===== src/rtl/seq_alu.sv =====
// Sequential ALU: single-cycle logic/arith ops, iterative shifts and shift-add multiply.
// Results and Zero/Sign/Carry flags are registered and update together with a one-cycle Done pulse.
module seq_alu #(
   parameter int W   = 8,
   parameter int Ops = 3
) (
   input  logic           Clk,
   input  logic           Reset_n,
   input  logic           Start,
   input  logic [W-1:0]   A,
   input  logic [W-1:0]   B,
   input  logic [Ops-1:0] OP,
   output logic           Busy,
   output logic           Done,
   output logic [W-1:0]   Out,
   output logic           Zero,
   output logic           Sign,
   output logic           Carry,
   output logic [1:0]     state_dbg
);

   // Handshake: Start is the request and !Busy the ready; an op is accepted on a
   // rising edge where Start=1 and Busy=0, and its operands are captured there.

   localparam int CW = (W > 2) ? $clog2(W) : 1;

   localparam logic [Ops-1:0] OP_ADD = Ops'(0);
   localparam logic [Ops-1:0] OP_SHR = Ops'(1);
   localparam logic [Ops-1:0] OP_SHL = Ops'(2);
   localparam logic [Ops-1:0] OP_XOR = Ops'(3);
   localparam logic [Ops-1:0] OP_SUB = Ops'(4);
   localparam logic [Ops-1:0] OP_AND = Ops'(5);
   localparam logic [Ops-1:0] OP_OR  = Ops'(6);
   localparam logic [Ops-1:0] OP_MUL = Ops'(7);

   typedef enum logic [1:0] {
      S_IDLE  = 2'd0,
      S_SHIFT = 2'd1,
      S_MUL   = 2'd2
   } state_t;

   state_t         state;
   logic [Ops-1:0] op_q;
   logic [W-1:0]   work;
   logic [W-1:0]   acc;
   logic [W-1:0]   mcand;
   logic [W-1:0]   mplier;
   logic [CW-1:0]  cnt;

   logic           accept;
   logic [W:0]     sum;
   logic           is_shift;
   logic           big_shift;
   logic           long_shift;
   logic [W-1:0]   a_step;
   logic [W-1:0]   w_step;
   logic [W-1:0]   acc_next;
   logic [W-1:0]   res;
   logic           res_c;
   logic           fin;
   logic [W-1:0]   fin_res;
   logic           fin_c;

   assign state_dbg = state;

   always_comb begin
      accept     = Start && !Busy;
      sum        = {1'b0, A} + {1'b0, B};
      is_shift   = (OP == OP_SHR) || (OP == OP_SHL);
      big_shift  = ({1'b0, B} >= (W+1)'(W));
      // Shifts of 1 finish at the accept edge; longer in-range shifts iterate.
      long_shift = is_shift && !big_shift && (B > W'(1));
      a_step     = (OP == OP_SHL) ? (A << 1) : (A >> 1);
      w_step     = (op_q == OP_SHL) ? (work << 1) : (work >> 1);
      acc_next   = acc + (mplier[0] ? mcand : '0);

      res   = '0;
      res_c = 1'b0;
      case (OP)
         OP_ADD: begin
            res   = sum[W-1:0];
            res_c = sum[W];
         end
         OP_SUB: begin
            res   = A - B;
            res_c = (A < B);
         end
         OP_AND: res = A & B;
         OP_OR:  res = A | B;
         OP_XOR: res = {{(W-1){1'b0}}, ^A};
         OP_SHR, OP_SHL: begin
            if (B == '0)     res = A;
            else if (big_shift) res = '0;
            else             res = a_step;
         end
         default: res = '0;
      endcase

      fin     = 1'b0;
      fin_res = res;
      fin_c   = res_c;
      case (state)
         S_IDLE:  fin = accept && (OP != OP_MUL) && !long_shift;
         S_SHIFT: begin
            fin     = (cnt == CW'(1));
            fin_res = w_step;
            fin_c   = 1'b0;
         end
         S_MUL: begin
            fin     = (cnt == CW'(1));
            fin_res = acc_next;
            fin_c   = 1'b0;
         end
         default: fin = 1'b0;
      endcase
   end

   always_ff @(posedge Clk or negedge Reset_n) begin
      if (!Reset_n) begin
         state  <= S_IDLE;
         Busy   <= 1'b0;
         Done   <= 1'b0;
         Out    <= '0;
         Zero   <= 1'b0;
         Sign   <= 1'b0;
         Carry  <= 1'b0;
         op_q   <= '0;
         work   <= '0;
         acc    <= '0;
         mcand  <= '0;
         mplier <= '0;
         cnt    <= '0;
      end else begin
         Done <= 1'b0;
         if (fin) begin
            Out   <= fin_res;
            Zero  <= (fin_res == '0);
            Sign  <= fin_res[W-1];
            Carry <= fin_c;
            Done  <= 1'b1;
            Busy  <= 1'b0;
            state <= S_IDLE;
         end else begin
            case (state)
               S_IDLE: begin
                  if (accept) begin
                     op_q <= OP;
                     // The first step is taken at the accept edge so Done lands B (or W) cycles later.
                     if (OP == OP_MUL) begin
                        state  <= S_MUL;
                        Busy   <= 1'b1;
                        acc    <= B[0] ? A : '0;
                        mcand  <= A << 1;
                        mplier <= B >> 1;
                        cnt    <= CW'(W - 1);
                     end else if (long_shift) begin
                        state <= S_SHIFT;
                        Busy  <= 1'b1;
                        work  <= a_step;
                        cnt   <= CW'(B - W'(1));
                     end
                  end
               end
               S_SHIFT: begin
                  work <= w_step;
                  cnt  <= cnt - CW'(1);
               end
               S_MUL: begin
                  acc    <= acc_next;
                  mcand  <= mcand << 1;
                  mplier <= mplier >> 1;
                  cnt    <= cnt - CW'(1);
               end
               default: state <= S_IDLE;
            endcase
         end
      end
   end

endmodule


===== config.mk =====
export PLATFORM = sky130hd
export DESIGN_NAME = seq_alu
export DESIGN_NICKNAME = d
export VERILOG_FILES = /design/src/rtl/seq_alu.sv
export SDC_FILE = /design/constraint.sdc
export NUM_CORES = 1
export LEC_CHECK = 0
export ABC_CLOCK_PERIOD_IN_PS = 2900
export CORE_AREA = 2 2 97 99
export DETAILED_ROUTE_END_ITERATION = 7
export DIE_AREA = 0 0 99 101
export PLACE_DENSITY_LB_ADDON = 0.05
export SLEW_MARGIN = 20
export SYNTH_ARGS = -nofsm -noshare
export SYNTH_HDL_FRONTEND = slang
export SYNTH_SLANG_ARGS = --single-unit
export TNS_END_PERCENT = 50

===== constraint.sdc =====
create_clock -name Clk -period 2.9 [get_ports Clk]
set_input_delay 0.29 -clock Clk [delete_from_list [all_inputs] [get_ports Clk]]
set_output_delay 0.29 -clock Clk [all_outputs]
set_load 0.1 [all_outputs]

==> results by stage <==
Yosys:
- Counting flops and latches in the post-synthesis netlist gives 50.
- The multiplexer share of the synthesized area is 9.05%.
- During synthesis, Yosys emitted a total of 0 warnings.
- Counting flops with a built-in enable in the synthesized netlist gives 0.
- Summing the areas of all compound-gate instances in the mapped netlist gives 20.5% of the synthesized area.
- Synthesis produced a netlist with a net count of 579.
- By area, the combinational part of the netlist is dominated by compound AO/OA/AOI/OAI gates.
- After Yosys synthesis, XOR and XNOR cells account for 3.78% of the synthesized area.
- For this run, the leading register cell type out of synthesis is sky130_fd_sc_hd__dfrtp_1.
- The average instance in the mapped netlist occupies 8.61 sq um.
- The mapped netlist covers 0.00440 sq mm.
- The synthesized netlist devotes 13.6% of its cell area to adder and majority cells.
- Sequential cells were found to cover 28.4% of the synthesized design area.
- The fraction of the mapped netlist area in simple logic gates is 16.3%.
- Counting flops with an async set or reset pin after synthesis yields a share of 100%.
- After synthesis, the netlist uses 76 different library cells.
- After technology mapping, the gate count stands at 511.

Routing:
- The detail route stage leaves a number of antenna-violating nets equal to 0.
- After detailed routing, the number of remaining DRC violations is 0.
- The count of routing violations after the opening detailed-route iteration is 211.
- For this block, the routed nets add up to 12,800 um of wire.
- For this run, the detailed router's first-pass iteration total came to 5.
- For this block, the via count after detailed routing is 3,950.
- The via density per instance is 5.45.
- After detailed routing, the average wire length per cell comes to 17.7 um.

Floorplan:
- The height of the die is 101 um.
- The die outline width is 99 um.
- The core region is 0.00898 sq mm.
- In this run the count of I/O pins placed on the die edge is 37.
- Row generation in the floorplan step produced 35 rows.
- The effective utilization at floorplan is 49.0%.
- The die covers 0.0100 sq mm.

Global routing:
- The overflow left after global routing is 0.
- The number of global-route vias before repair was 3,919.
- The wire length of the first global-routing pass is 20,600 um.
- The initial antenna violation count is 0.
- Entering global routing, the biggest net connects 41 pins.
- The global routing usage summed across all routing layers is 26.5%.

Placed design:
- Including well taps, the total number of placed cells is 711.
- The weighted congestion reported at the end of routability-driven placement is 0.929.
- The count of input and output buffers is 36.
- The placed wire-length estimate is 10,400 um.
- The worst setup slack after placement is -411 ps.
- In this run the cell area measured after placement is 0.00527 sq mm.

Cells and area:
- Leaving out fill and tap cells, the most frequent cells in the layout are sky130_fd_sc_hd__buf_4 (99), sky130_fd_sc_hd__nand2_1 (60), sky130_fd_sc_hd__dfrtp_1 (48).
- The library cell used most frequently in the layout, excluding fill and tap cells, is sky130_fd_sc_hd__buf_4.
- The number of cells in the finished layout apart from fillers is 725.
- With fillers left out, the area of the finished cells amounts to 0.00548 sq mm.
- From synthesis to final layout, the design area changed by 24.6%.
- The number of antenna cells inserted is 0.
- For this run, the post-layout net count is 681.
- The fraction of final layout cells with drive strength greater than 1 is 24.6%.
- The number of fill cells in the layout is 855.
- At the end of the flow the core is filled with cells to 61.0%.

Critical path:
- The delay of the slowest critical-path stage is 490 ps.
- The maximum fanout along the worst path is 2.
- The worst setup path is captured at a register.
- The family of cells with the greatest summed delay on the critical path is compound AO/OA/AOI/OAI gates.
- The library cell contributing the largest single delay on the critical path is sky130_fd_sc_hd__clkdlybuf4s50_1.
- The buffering stage count on the worst path with inverters included is 2.
- The type of element launching the critical path is an input pin.
- Data on the critical path arrives at its endpoint at 3030 ps.
- The critical path crosses 11 cells after its start point.
- The class of the most critical setup path is input pin to register.
- At the worst endpoint, the required time is 3130 ps.
- The number of cells on the worst reg-to-reg path is 12.
- Walking the worst path, the cells encountered are clkdlybuf4s50_1 -> inv_1 -> ha_1 -> or2_0 -> a221oi_2 -> nor3_1 -> a22o_1 -> a311oi_2 -> o221ai_2 -> or4_1 -> o41ai_2.

CTS:
- The clock latency on the worst-skew pair is 320 ps.
- The cell at the root of the clock tree is sky130_fd_sc_hd__clkbuf_8.
- The maximum count of clock buffers along a single path is 2.
- Counting the buffers created by CTS gives 5.
- The maximum level of the CTS H-tree is 2.
- The clock drives 50 sinks.
- After clock tree synthesis, the clock-pin slew on the worst setup and hold paths is 110 ps.
- TritonCTS built the clock tree.

Timing:
- Static timing analysis puts the maximum clock frequency at 0.357 GHz.
- The largest clock skew in the final design is 18.4 ps.
- The max-slew violation count is 0.
- The final worst setup slack is 98.5 ps.
- The final critical path takes up 96.6% of the cycle.
- The worst pin sits at a relative slew slack of 58.1%.
- The clock period minus final worst setup slack is 2800 ps.
- The number of failing hold endpoints at the final stage is 0.
- For the pin with the worst max-slew slack, the measured transition is 628 ps.
- The final number of setup-violating endpoints is 0.

Pwr:
- In this run the power spent charging and discharging nets is 1.57 mW.
- Sequential cells account for 31.5% of the total power.
- Of the total power, the share spent switching nets is 45.3%.
- IR analysis of the VDD net gives a maximum drop of 0.000313 V.
- In this run the power density over the cells is 633 mW/mm^2.
- Of the total power, the clock network draws 12.9%.
- The cell leakage power is 2.60 nW.
- The combinational cell fraction of total power is 55.6%.
- Total power for the finished layout comes to 3.47 mW.
- The internal power contribution is 1.90 mW.

Worst hold path:
- The worst hold path was traced through 2 stages.
- The class of the worst hold path is register to register.

Outcome:
- The flow ran to the end, and the final reports show no timing, DRC or antenna violations.

Run:
- The tool flagged a number of max-cap violations equal to 0.
[metal layers]
metal	vias up	wire, um	GRT usage, %
li1	1989	-	-
met1	1859	5950	35.9
met2	87	6260	45.8
met3	15	425	2.64
met4	0	213	6.01
met5	-	0	0
[through the flow]
step	hold WS, ps	TNS, ps
final	485	0
after global routing	513	-5.49
after floorplan	-5.59	0
after detailed placement	327	-1050
after global placement	323	-909
after CTS	490	0
[power groups by stage]
stage / Sequential, mW / Combinational, mW / Clock [mW]
floorplan: 1.42 / 1.04 / 0
global placement: 1.09 / 1.86 / 0
detailed placement: 1.11 / 1.89 / 0
CTS: 1.10 / 1.90 / 0.457
global route: 1.13 / 2.10 / 0.477
finish: 1.09 / 1.93 / 0.446
[worst min-delay path: stages (launching register included)]
cell and delay [ps]:
sky130_fd_sc_hd__dfrtp_1 350, sky130_fd_sc_hd__nand2_1 50, sky130_fd_sc_hd__nand2_1 50
[state kept, by name, indices dropped and copies added, names as in the netlist]
name and cells:
Out 8, acc 8, work 8, mcand 7
mplier 7, cnt 3, op_q 3, state_dbg 2
Busy 1, Carry 1, Done 1, Zero 1
[cells by family (layout without fill, tap and decap cells)]
family / Yosys count / in the layout
flip-flops: 50 / 50
AND/OR/NAND/NOR: 155 / 155
XOR/XNOR: 19 / 19
multiplexers: 37 / 37
buffers and inverters: 66 / 169
AO/OA/AOI/OAI: 138 / 138
adder cells (fa/ha/maj): 46 / 46
[synthesized netlist by cell type (5+ instances only)]
cell / instances / area (sq um)
sky130_fd_sc_hd__o21bai_1: 5 / 37.5
sky130_fd_sc_hd__a21o_1: 6 / 45.0
sky130_fd_sc_hd__buf_6: 7 / 78.8
sky130_fd_sc_hd__xor2_1: 5 / 43.8
sky130_fd_sc_hd__a21oi_1: 40 / 200
sky130_fd_sc_hd__ha_1: 43 / 538
sky130_fd_sc_hd__nor3_1: 5 / 25.0
sky130_fd_sc_hd__dfrtp_1: 50 / 1250
sky130_fd_sc_hd__nor2b_1: 5 / 31.3
sky130_fd_sc_hd__o21ai_0: 27 / 135
sky130_fd_sc_hd__inv_1: 34 / 128
sky130_fd_sc_hd__nor2_1: 47 / 176
sky130_fd_sc_hd__clkbuf_1: 11 / 41.3
sky130_fd_sc_hd__and2_1: 6 / 37.5
sky130_fd_sc_hd__mux2_2: 6 / 67.6
sky130_fd_sc_hd__o21ai_1: 5 / 25.0
sky130_fd_sc_hd__nand3_1: 8 / 40.0
sky130_fd_sc_hd__nand2_1: 60 / 225
sky130_fd_sc_hd__nand2b_1: 5 / 31.3
sky130_fd_sc_hd__mux2_1: 13 / 146
sky130_fd_sc_hd__a31oi_1: 13 / 81.3
sky130_fd_sc_hd__xnor2_1: 14 / 123
sky130_fd_sc_hd__mux2i_1: 17 / 170
[final cells by class]
| class | count | area [sq um] | share of cell area [%] |
|---|---|---|---|
| clock buffer | 6 | 82.6 | 1.51 |
| clock inverter | 2 | 12.5 | 0.228 |
| inverter | 39 | 160 | 2.92 |
| multi-input combinational | 395 | 2850 | 52.0 |
| sequential | 50 | 1250 | 22.9 |
| tap | 111 | 139 | 2.53 |
| timing repair buffer | 122 | 981 | 17.9 |
[final timing paths]
kind                            to  slack, ps      start
max                           Zero        100       A[1]
min                         Out[5]        480     Out[5]
max reg2reg                   Zero        160  mplier[0]
min reg2reg                 Out[5]        480     Out[5]
max in group asynchronous   acc[5]       1630    Reset_n
min in group asynchronous  op_q[2]        490    Reset_n
[what timing repair did]
item	4_1_cts	5_1_grt
setup buffers	1	4
endpoints found under the setup margin	1	1
endpoints found under the hold margin	19	0
gates cloned	0	0
pin swaps	5	11
hold buffers	1	0
gates resized for setup	5	15
Note: power is estimated with default switching activity, not from simulation.
==> edit: new RTL, same settings <==
Set the parameter `Ops` to 2 (it was 3).
--- a/src/rtl/seq_alu.sv
+++ b/src/rtl/seq_alu.sv
@@ -2,7 +2,7 @@
 // Results and Zero/Sign/Carry flags are registered and update together with a one-cycle Done pulse.
 module seq_alu #(
    parameter int W   = 8,
-   parameter int Ops = 3
+   parameter int Ops = 2
 ) (
    input  logic           Clk,
    input  logic           Reset_n,
Interface: changed (resized OP); port bits go from 37 to 36. No check against the original RTL was run, so the function may have changed too.
==> edit against the unedited design <==
Cell area decreased by 15%; clock skew fell by 0.0073 ns; power rose by 38%; worst setup slack improved by 0.15 ns; sequential share of layout area is 3.6 points higher; maximum frequency increased by 5.7%; area after synthesis decreased by 10%; global-route usage decreased by 4.2 points; clock power shrank 5.4%; sequential cell count shrank 1; first-iteration DRC count decreased by 35%; routed wire length fell by 17%; critical endpoint is now Out[7]; largest cell class unchanged; highest routed layer unchanged.
==> edit: results (changes against the unedited design) <==
status - completed
peak supply drop - 0.664 mV (+110%)
Clk pwr share - 8.8% (-4.1 points)
final net count - 544 (-20%)
biggest regs - Out x8, acc x8, work x8
iteration-0 DRC count of the detailed router - 137 (-35%)
Post-synth ARST share - 100% (unchanged)
HP Class - input port to async pin
Cells after DPL - 587 (-17%)
Cells after Synth - 431 (-16%)
filler instances - 870 (+1.8%)
power in the clock group - 0.422 mW (-5.4%)
met1 usage - 30.3% (-5.6 points)
Post-DP HPWL - 8350 um (-20%)
largest net degree at the start of global routing - 30 (-27%)
drt wl/cell - 17.8 um (+0.42%)
largest cells by area after synthesis - dfrtp_1 31%, ha_1 12%, mux2i_1 5.1%
Comb. pwr - 3.13 mW (+62%)
setup TNS - 0 ns (unchanged)
post-CTS setup buffers - 0 (-1)
met3 Use GR - 2.98% (+0.35 points)
Post-CTS Resized - 0 (-5)
antenna violations before repair - 0 (unchanged)
post-synth cell types - 73 (-3.9%)
total routed wirelength - 10,600 um (-17%)
crit path max fanout - 5 (+3)
Critical Path AT - 2.85 ns (-0.18 ns)
cts hold-fix bufs - 1 (unchanged)
gpl congestion - 0.887 (-4.5%)
global-route usage over all layers - 22.3% (-4.2 points)
Initial DRT Pass Iterations - 4 (-1)
vias - 3,240 (-18%)
root buffer cell - clkbuf_8
top post-synthesis cells by count - 49 x dfrtp_1, 48 x nand2_1, 37 x ha_1, 37 x inv_1, 29 x o21ai_0
met2 Use GR - 38.0% (-7.8 points)
Clock Skew - 0.0111 ns (-0.00728 ns)
Rel. slew slack - 59.8% (+1.7 points)
CP startpoint - mplier[0]
layout cells sized above 1 - 17.1% (-7.5 points)
global-route wire length before repair - 17,400 um (-15%)
sequential area share after synthesis - 31.1% (+2.7 points)
Net Sw Frac - 51.7% (+6.4 points)
Port Buf Inserts - 35 (-2.8%)
number of global-route vias before repair - 3,297 (-16%)
Leak - 2.18 nW (-16%)
syn nets - 491 (-15%)
Syn. warnings - 0 (unchanged)
[edit: metal layers]
layer / wire, um / vias up
met5: 0 / -
met4: 85 / 0
met3: 403 / 7
met2: 5090 / 57
met1: 5020 / 1543
li1: - / 1633
[edit: worst paths after layout]
| check | to | slack (ns) | depth (start not counted) |
|---|---|---|---|
| max | Out[7] | 0.25 | 10 |
| min | work[7] | 0.41 | 2 |
| max reg2reg | Out[7] | 0.25 | 10 |
| min reg2reg | mplier[2] | 0.49 | 2 |
| max in group asynchronous | mplier[4] | 1.88 | 3 |
| min in group Clk | mplier[2] | 0.49 | 2 |
[edit: cells by family after synthesis]
family	count (synthesis)	share of synthesized area, %
simple gates	124	16.4
xor+xnor	13	2.89
fa+ha+maj	39	12.8
flops	49	31.1
mux	34	9.75
buf+inv	59	6.26
compound gates	113	20.8
[edit: worst max-delay path, cell delays in order, from the launching register on]
cell and delay, ns:
dfrtp_1 0.41, and2_1 0.15, ha_1 0.17, inv_1 0.05, fa_1 0.39, and2b_1 0.26
o221ai_2 0.12, a21oi_2 0.15, xnor2_1 0.14, a311o_1 0.43, mux2_2 0.28
[edit: per-stage QoR]
| step | cell area, um^2 | util (%) | setup slack [ns] |
|---|---|---|---|
| finish | 4630 | 51.6 | 0.249 |
| global route | 4630 | 51.6 | 0.0364 |
| floorplan | 3940 | - | 0.00701 |
| global placement | 4540 | 50.6 | 0.168 |
| detailed placement | 4540 | 50.6 | 0.105 |
| CTS | 4630 | 51.6 | 0.225 |
[edit: final cells by class]
type,count,area share (%)
tap,111,3.00
timing repair buffer,66,12.3
sequential,49,26.5
clock inverter,3,0.378
clock buffer,5,1.48
multi-input combinational,323,53.2
inverter,39,3.21
